`src/rtl/fp_add_seq_ctrl.sv`:
```
// Sequencing controller for the iterative 32-bit floating-point adder.
// It walks the datapath through load, align, add, normalize, round and output, one strobe per cycle.
module fp_add_seq_ctrl #(
  parameter int MAX_ALIGN = 27,
  parameter int MAX_NORM  = 24,
  parameter int CNT_W     = 5
) (
  input  logic       clk,
  input  logic       rst_n,
  input  logic       start,
  input  logic [7:0] exp_diff,
  input  logic       special,
  input  logic       sum_ovf,
  input  logic       sum_zero,
  input  logic       norm_msb,
  input  logic       round_carry,
  output logic       busy,
  output logic       ld_en,
  output logic       align_shr,
  output logic       add_en,
  output logic       shl1,
  output logic       shr1,
  output logic       rnd_en,
  output logic       out_en,
  output logic       done,
  output logic [2:0] state_o
);

  typedef enum logic [2:0] {
    IDLE  = 3'd0,
    LOAD  = 3'd1,
    ALIGN = 3'd2,
    ADD   = 3'd3,
    NORM  = 3'd4,
    ROUND = 3'd5,
    RCHK  = 3'd6,
    DONE  = 3'd7
  } state_t;

  state_t            state_q, state_d;
  logic [CNT_W-1:0]  align_cnt_q, align_cnt_d;
  logic [CNT_W-1:0]  norm_cnt_q, norm_cnt_d;
  logic              special_q, special_d;
  logic [CNT_W-1:0]  align_init;

  // Differences beyond MAX_ALIGN flush the mantissa into sticky anyway, so clamp the shift count.
  assign align_init = (exp_diff > 8'(MAX_ALIGN)) ? CNT_W'(MAX_ALIGN) : exp_diff[CNT_W-1:0];
  assign state_o    = state_q;

  always_ff @(posedge clk or negedge rst_n) begin
    if (!rst_n) begin
      state_q     <= IDLE;
      align_cnt_q <= '0;
      norm_cnt_q  <= '0;
      special_q   <= 1'b0;
    end else begin
      state_q     <= state_d;
      align_cnt_q <= align_cnt_d;
      norm_cnt_q  <= norm_cnt_d;
      special_q   <= special_d;
    end
  end

  always_comb begin
    state_d     = state_q;
    align_cnt_d = align_cnt_q;
    norm_cnt_d  = norm_cnt_q;
    special_d   = special_q;
    busy        = 1'b0;
    ld_en       = 1'b0;
    align_shr   = 1'b0;
    add_en      = 1'b0;
    shl1        = 1'b0;
    shr1        = 1'b0;
    rnd_en      = 1'b0;
    out_en      = 1'b0;
    done        = 1'b0;
    unique case (state_q)
      IDLE: begin
        if (start) begin
          align_cnt_d = align_init;
          special_d   = special;
          state_d     = LOAD;
        end
      end
      LOAD: begin
        busy       = 1'b1;
        ld_en      = 1'b1;
        norm_cnt_d = '0;
        if (special_q)                state_d = DONE;
        else if (align_cnt_q != '0)   state_d = ALIGN;
        else                          state_d = ADD;
      end
      ALIGN: begin
        busy        = 1'b1;
        align_shr   = 1'b1;
        align_cnt_d = align_cnt_q - CNT_W'(1);
        if (align_cnt_q == CNT_W'(1)) state_d = ADD;
      end
      ADD: begin
        busy    = 1'b1;
        add_en  = 1'b1;
        state_d = NORM;
      end
      // Carry-out wins over the other flags; a zero sum needs no shifting at all.
      NORM: begin
        busy = 1'b1;
        if (sum_ovf) begin
          shr1    = 1'b1;
          state_d = ROUND;
        end else if (sum_zero) begin
          state_d = ROUND;
        end else if (!norm_msb && (norm_cnt_q < CNT_W'(MAX_NORM))) begin
          shl1       = 1'b1;
          norm_cnt_d = norm_cnt_q + CNT_W'(1);
        end else begin
          state_d = ROUND;
        end
      end
      ROUND: begin
        busy    = 1'b1;
        rnd_en  = 1'b1;
        state_d = RCHK;
      end
      RCHK: begin
        busy    = 1'b1;
        shr1    = round_carry;
        state_d = DONE;
      end
      DONE: begin
        busy   = 1'b1;
        out_en = 1'b1;
        done   = 1'b1;
        if (start) begin
          align_cnt_d = align_init;
          special_d   = special;
          state_d     = LOAD;
        end else begin
          state_d = IDLE;
        end
      end
      default: state_d = IDLE;
    endcase
  end

endmodule
```
`config.mk`:
```
export PLATFORM = sky130hd
export DESIGN_NAME = fp_add_seq_ctrl
export DESIGN_NICKNAME = d
export VERILOG_FILES = /design/src/rtl/fp_add_seq_ctrl.sv
export SDC_FILE = /design/constraint.sdc
export NUM_CORES = 1
export LEC_CHECK = 0
export BUFFER_PORTS_ARGS = -buffer_cell sky130_fd_sc_hd__buf_2
export CORE_MARGIN = 4
export CORE_UTILIZATION = 54
export DETAILED_ROUTE_END_ITERATION = 8
export PLACE_DENSITY = 0.92
export SLEW_MARGIN = 0
export SYNTH_ARGS = -nofsm -noshare
export SYNTH_HDL_FRONTEND = slang
export SYNTH_SLANG_ARGS = --single-unit
```
`constraint.sdc`:
```
create_clock -name clk -period 2.3 [get_ports clk]
set_input_delay 0.46 -clock clk [delete_from_list [all_inputs] [get_ports clk]]
set_output_delay 0.46 -clock clk [all_outputs]
set_load 0.005 [all_outputs]
```
After elaboration in Yosys (flattened, before gate mapping). Cells that the tools add are included. Widths: inputs -> output; s select.

Order comparisons: 2. Equal/unequal tests: 15. Reduce and logical (&&, ||, !) cells: 12. $add $sub $neg: 2. Multiplexer cells: 28.

Operator list (number): $mux 5 (5); $pmux 3 s8 (1); $pmux 5 s2 (2); $mux 3 (6); $mux 1 (13); $eq 3x3->1 const B (4); $ne 2x2->1 const B (5); $gt 8x5->1 const B (1); $reduce_or 7->1 (1); $eq 3x2->1 const B (2); $add 5x1->5 const B (1); $eq 5x1->1 const B (1); $lt 5x5->1 const B (1); $reduce_bool 5->1 (1); $sub 5x1->5 const B (1); $ne 4x4->1 const B (1); $reduce_and 2->1 (2); $reduce_and 4->1 (1); $reduce_bool 2->1 (2); $eq 3x1->1 const B (1); $logic_not 3->1 (1); $reduce_and 3->1 (1); $ne 2x1->1 const B (1); $pmux 1 s2 (1); other kinds (3) (3).

Input port bits: 16. Word-level logic and storage cells: 63. Flip-flop bits (word level): 14. Output and inout bits: 12.

Logic depth before layout (Yosys ltp). Gate-level depths: netlist (run 1).

Depth after elaboration: 6. Gate-level depth with buffers: 7. Mapped depth without buffers: 5.

Worst setup path after synthesis (run 1). OpenSTA, ideal clock, no wires.

Path kind: register to register. Start: register state_q[1], in the netlist state_o[1]. End: register align_cnt_q[2]. Setup slack: 742 ps. Arrival: 1432 ps. Path buffers: 3. Stages on the path, launching flop included: 8. Library setup time: 126 ps. Data required time: 2174 ps. Period minus slack after synthesis: 1558 ps. Cells stage by stage: dfrtp_1 buf_6 and3_4 buf_6 or2_1 buf_6 o21a_1 o32a_1.

Longest elaborated chain between the ends: 4. Elaborated cells on any way between the ends: 8. Classes of those cells: eq/ne: 3; mux: 1; reduce/logical: 4.

RTL lines: start, declared (RTL line 40) `state_t state_q, state_d;`; start signal, assigned (RTL line 57) `state_q <= state_d;`; $eq 3x3->1 / $logic_not 3->1 (equally long branches) (RTL line 78) `unique case (state_q)`; $reduce_or 2->1 (no line); $ne 2x1->1 (no line) / $reduce_bool 2->1 (equally long branches); $reduce_and 2->1 (no line); end signal, assigned (RTL line 58) `align_cnt_q <= align_cnt_d;`; end, declared (RTL line 41) `logic [CNT_W-1:0] align_cnt_q, align_cnt_d;`.

Several ways; a longest one is shown, not always the timed one. A chain may end at the register's enable or synchronous reset.

Worst setup path in the final report (run 1).
Start: register state_q[0], in the netlist state_o[0]. End: output port shl1.

Longest elaborated chain between the ends: 2.

RTL lines: $eq 3x3->1 (RTL line 78); $mux 1 (RTL line 78); end, declared (RTL line 21) `output logic shl1,`.

Every way passes these cells.

==> results of run 1 <==
-- registers in the layout, indices dropped and copies added (netlist names) --
| signal | cells |
|---|---|
| state_o | 3 |
| special_q | 1 |
| align_cnt_q | 5 |
| norm_cnt_q | 5 |
-- cell usage after synthesis (2+ instances only) --
cell and number:
inv_1 9, buf_6 3, nand3_1 4, mux2i_1 4, ha_1 3, nor3_1 3, dfrtp_1 14, o22ai_1 2
nor2_1 7, a311oi_1 2, buf_2 2, buf_4 3, a21oi_1 4, nand2_1 9, o21ai_0 8, o21ai_1 2
and3_1 4, xor2_1 2, nand4_1 3
-- final cells by class --
class,count,area share [%]
multi-input cells,77,46.1
flip-flops and latches,14,31.8
repair buffers,28,13.0
clock buffers,4,3.30
inverters,9,3.07
well taps,24,2.73
-- layer usage --
metal	wire length (µm)	up-vias	global-route usage, %
met5	0	-	0
met1	858	446	21.2
met2	1140	51	35.0
met4	36	0	5.53
met3	167	9	4.73
li1	-	435	-
-- logic make-up after synthesis --
kind of cell	Yosys count	synth area share [%]
XOR/XNOR	2	1.83
AO/OA/AOI/OAI	27	18.8
AND/OR/NAND/NOR	41	24.3
multiplexers	4	4.18
flip-flops	14	36.6
buffers and inverters	17	10.4
adder cells (fa/ha/maj)	3	3.92
-- power by group through the flow --
stage,sequential (mW),clock (mW),combinational [mW]
2_1_floorplan,0.423,0,0.610
3_3_place_gp,0.473,0,0.652
3_5_place_dp,0.480,0,0.689
4_1_cts,0.479,0.183,0.693
5_1_grt,0.505,0.198,0.778
6_report,0.481,0.183,0.701
-- metrics by stage --
| step | std cells | setup slack, ns | utilization [%] | hold slack, ns |
|---|---|---|---|---|
| 2_1_floorplan | 108 | 0.742 | - | 0.164 |
| 3_3_place_gp | 152 | 0.527 | 66.8 | 0.371 |
| 3_5_place_dp | 152 | 0.472 | 66.8 | 0.374 |
| 4_1_cts | 156 | 0.249 | 69.1 | 0.0647 |
| 5_1_grt | 156 | 0.109 | 69.1 | 0.0631 |
| 6_report | 156 | 0.233 | 69.1 | 0.0592 |
-- final timing paths --
kind / endpoint / slack, ns / depth (start not counted)
min: norm_cnt_q[2]$_DFFE_PN0P_ / 0.06 / 1
max: shl1 / 0.23 / 3
min reg2reg: norm_cnt_q[3]$_DFFE_PN0P_ / 0.52 / 1
max reg2reg: align_cnt_q[0]$_DFFE_PN0P_ / 0.46 / 3
min in group clk: align_cnt_q[1]$_DFFE_PN0P_ / 0.46 / 3
max in group asynchronous: align_cnt_q[3]$_DFFE_PN0P_ / 2.00 / 1
==> results.py, run 1 <==
metrics = {
    "clocking": {
        "cts-resized-gates": 0,
        "cts_setup_buffers": 0,
        "cts.sinks": 14,
        "htree_levels": 1,
        "cts_tree": "built",
        "hold_buffers": 0,
        "cts_made_buffers": 3,
        "cts_buffer_depth": 2,
        "worstSkewPairLatency_ns": 0.28,
        "root_buffer": "clkbuf_4",
        "path_clk_slew_ns": 0.09,
    },
    "logic_synthesis": {
        "yosysWarnings": 0,
        "syn_area_um2": 958,
        "netlist_instances": 108,
        "synth_top_area_cell": "dfrtp_1",
        "ys.flop_type": "dfrtp_1",
        "synth_top_cell_area_share_pct": 36.6,
        "synth_nets": 127,
        "ys_top_cells_by_area": "dfrtp_1 37%, mux2i_1 4.2%, o21ai_0 4.2%",
        "ys_seq_elements": 14,
        "syn_avg_cell_area_um2": 8.87,
        "ys_types": 39,
        "synth_edf_count": 0,
        "synth_seq_area_share_pct": 36.6,
        "async_reset_ff_share_pct": 100,
    },
    "worst_setup_path": {
        "cp.required_ns": 1.84,
        "cp.arrival_ns": 1.61,
        "cp_slowest_cell": "dfrtp_1",
        "worstPathCellList": "and2b_1 -> and3_1 -> buf_2",
        "cp_slowest_stage_delay_ns": 0.56,
        "startpoint": "state_o[0]$_DFFE_PN0P_",
        "r2r_start": "state_o[0]$_DFFE_PN0P_",
        "startpoint_type": "register",
        "crit_buf_inv": 1,
        "crit_type": "register to output pin",
        "crit_fanout": 16,
        "crit_family": "simple AND/OR/NAND/NOR gates",
        "end_kind": "output pin",
    },
    "drt": {
        "drc": 0,
        "wl_um": 2200,
        "vias": 941,
        "vias_per_cell": 6.03,
        "drtAntennaViolNets": 0,
        "wl_per_cell_um": 14.1,
        "first_pass_iters": 4,
        "drt_iter0_markers": 20,
    },
    "timing": {
        "rsz0062_at_grt": "false",
        "setup_viol": 0,
        "period_minus_slack_ns": 2.07,
        "max-slew-margin-rel_pct": 49.6,
        "tightestPinTransition_ns": 0.751,
        "fin_crit_sh_pct": 89.8,
        "fin_skew_ns": 0.00257,
        "slew_violations": 0,
        "finalHoldViolations": 0,
        "fin_setup_tns_ns": 0,
        "fmax_mhz": 484,
    },
    "finish": {
        "layout_commonest_cell": "buf_2",
        "final_cell_mix": "27 x buf_2, 14 x dfrtp_1, 9 x inv_1, 9 x nand2_1, 8 x o21ai_0",
        "syn2layout_area_growth_pct": 14.9,
        "fill_cells": 127,
        "antenna_cells": 0,
        "multiInputGateArea_um2": 508,
        "final_nets": 152,
        "stdcell_area_um2": 1100,
        "ff_latch_area_um2": 350,
        "drive_above_1_share_pct": 28.0,
    },
    "pwr": {
        "p_comb_share_pct": 51.4,
        "power_density_nw_per_um2": 1240,
        "p_total_mw": 1.36,
        "netSwitchingFraction_pct": 44.7,
        "switching_power_mw": 0.609,
        "intPower_mw": 0.755,
        "ir_drop_mv": 0.788,
        "p_leak_nw": 0.541,
        "sequentialPowerShare_pct": 35.2,
        "pwr-share-clk_pct": 13.4,
    },
    "outcome": {
        "status": "finished, final reports clean",
    },
    "place": {
        "port_buffers": 27,
        "gp_congestion": 0.852,
        "hpwl_um": 1640,
        "post_dp_cell_area_um2": 1060,
    },
    "grt": {
        "gr-usage-all-layers_pct": 18.9,
        "grt_max_degree": 18,
        "grt_overflow": 0,
        "antenna_found_initial": 0,
        "grt_pass1_wl_um": 3660,
        "grt_pass1_vias": 880,
    },
    "job": {
        "maxCapViolCount": 0,
    },
    "floorplanning": {
        "fp.dieW_um": 50.1,
        "dieArea_um2": 2510,
        "ios": 28,
        "initial_core_util_pct": 60.1,
        "rows": 14,
        "core_area_um2": 1590,
        "die_h_um": 50.1,
    },
    "worst_hold_path": {
        "hold_class": "primary input to asynchronous set/reset pin",
    },
}
Note: power is estimated with default switching activity, not from simulation.
==> run 2, diff against run 1 <==
--- a/config.mk
+++ b/config.mk
@@ -9,6 +9,7 @@
 export CORE_MARGIN = 4
 export CORE_UTILIZATION = 54
 export DETAILED_ROUTE_END_ITERATION = 8
+export HOLD_SLACK_MARGIN = 0.05
 export PLACE_DENSITY = 0.92
 export SLEW_MARGIN = 0
 export SYNTH_ARGS = -nofsm -noshare
==> constraint.sdc (replaced) <==
create_clock -name clk -period 2.3 [get_ports clk]
set_input_delay 0.23 -clock clk [delete_from_list [all_inputs] [get_ports clk]]
set_output_delay 0.23 -clock clk [all_outputs]
set_load 0.005 [all_outputs]
==> results.py, run 2 (synthesis results as in run 1) <==
metrics = {
    "outcome": {
        "status": "finished, final reports clean",
    },
    "grt": {
        "grt_overflow": 0,
        "antenna_found_initial": 0,
        "grt_pass1_wl_um": 3350,
        "grt_max_degree": 19,
        "gr-usage-all-layers_pct": 17.0,
        "grt_pass1_vias": 783,
    },
    "worst_setup_path": {
        "crit_fanout": 18,
        "crit_type": "register to output pin",
        "startpoint_type": "register",
        "end_kind": "output pin",
        "cp.required_ns": 2.07,
        "cp.arrival_ns": 1.77,
    },
    "timing": {
        "finalHoldViolations": 0,
        "hold_slack_ns": 0.227,
        "period_minus_slack_ns": 2.00,
        "tightestPinTransition_ns": 0.629,
        "fin_skew_ns": 0.00176,
        "fin_crit_sh_pct": 86.9,
        "max-slew-margin-rel_pct": 57.8,
        "setup_viol": 0,
        "fmax_mhz": 500,
        "fin_setup_tns_ns": 0,
        "rsz0062_at_grt": "false",
        "slew_violations": 0,
    },
    "drt": {
        "vias": 872,
        "wl_per_cell_um": 13.2,
        "drt_iter0_markers": 10,
        "drtAntennaViolNets": 0,
        "wl_um": 2050,
        "vias_per_cell": 5.59,
        "drc": 0,
        "first_pass_iters": 4,
    },
    "floorplanning": {
        "ios": 28,
        "rows": 14,
        "core_area_um2": 1590,
        "fp.dieW_um": 50.1,
        "die_h_um": 50.1,
        "dieArea_um2": 2510,
        "initial_core_util_pct": 60.1,
    },
    "finish": {
        "drive_above_1_share_pct": 27.3,
        "syn2layout_area_growth_pct": 15.1,
        "layout_commonest_cell": "buf_2",
        "final_nets": 152,
        "fill_cells": 135,
        "antenna_cells": 0,
        "final_cell_mix": "27 x buf_2, 14 x dfrtp_1, 9 x inv_1, 9 x nand2_1, 8 x o21ai_0",
    },
    "clocking": {
        "cts_buffer_depth": 2,
        "cts-resized-gates": 0,
        "cts_tree": "built",
        "htree_levels": 1,
        "cts_made_buffers": 3,
        "worstSkewPairLatency_ns": 0.28,
        "root_buffer": "clkbuf_4",
        "cts.sinks": 14,
        "cts_setup_buffers": 0,
        "path_clk_slew_ns": 0.08,
    },
    "job": {
        "maxCapViolCount": 0,
    },
    "worst_hold_path": {
        "hold_class": "primary input to register",
    },
    "pwr": {
        "p_leak_nw": 0.540,
        "power_density_nw_per_um2": 1200,
        "ir_drop_mv": 0.778,
    },
    "place": {
        "gp_congestion": 0.859,
        "hpwl_um": 1530,
        "port_buffers": 27,
    },
}
## run 2: cell count changes in the layout (fill, tap and decap cells not counted)
cell / delta
buf_4: -1
dlygate4sd3_1: +1
## run 2: through the flow
stage	setup slack [ns]	instance area (µm²)	cells	total power, mW	utilization [%]
2_1_floorplan	0.742	958	108	1.03	-
3_3_place_gp	0.591	1060	151	1.11	66.3
3_5_place_dp	0.534	1060	151	1.14	66.3
4_1_cts	0.292	1100	156	1.33	69.2
5_1_grt	0.187	1100	156	1.45	69.2
6_report	0.301	1100	156	1.33	69.2
## run 2: path summary, 6_finish.rpt
| check | start | endpoint | slack, ns | cells past startpoint |
|---|---|---|---|---|
| min | special | special_q$_DFFE_PN0P_ | 0.23 | 3 |
| max in group asynchronous | rst_n | state_o[1]$_DFFE_PN0P_ | 1.69 | 2 |
| max | state_o[1]$_DFFE_PN0P_ | shl1 | 0.30 | 3 |
| max reg2reg | state_o[1]$_DFFE_PN0P_ | align_cnt_q[2]$_DFFE_PN0P_ | 0.49 | 4 |
| min in group asynchronous | rst_n | norm_cnt_q[2]$_DFFE_PN0P_ | 0.37 | 2 |
| min reg2reg | norm_cnt_q[0]$_DFFE_PN0P_ | norm_cnt_q[0]$_DFFE_PN0P_ | 0.52 | 1 |
## run 2: power breakdown
group | switching, mW | internal (mW)
sequential | 0.177 | 0.343
clock | 0.0830 | 0.0965
combinational | 0.325 | 0.301
total | 0.586 | 0.741
## run 2: final cells by class
cell class / count / area (µm²) / share of cell area [%]
clock buffers: 4 / 36.3 / 3.29
inverters: 9 / 33.8 / 3.06
multi-input cells: 77 / 508 / 46.0
flip-flops and latches: 14 / 350 / 31.7
well taps: 24 / 30.0 / 2.72
repair buffers: 28 / 145 / 13.2
## run 2: critical path, stage by stage, from the launching register on
cell     delay (ns)
dfrtp_1        0.59
nor4_2         0.38
and3_1         0.34
buf_2          0.17
## run 2: metal layers
metal	GRT usage [%]	wire, µm	share of wire (%)	vias up
li1	-	-	-	433
met1	21.2	888	43	407
met2	28.3	1010	49	30
met3	3.25	136	6.6	2
met4	7.83	21	1.0	0
met5	0	0	0	-
## run 2: repair_timing
action,4_1_cts,5_1_grt
hold buffers,1,0
endpoints found under the hold margin,14,0
endpoints found under the setup margin,0,0
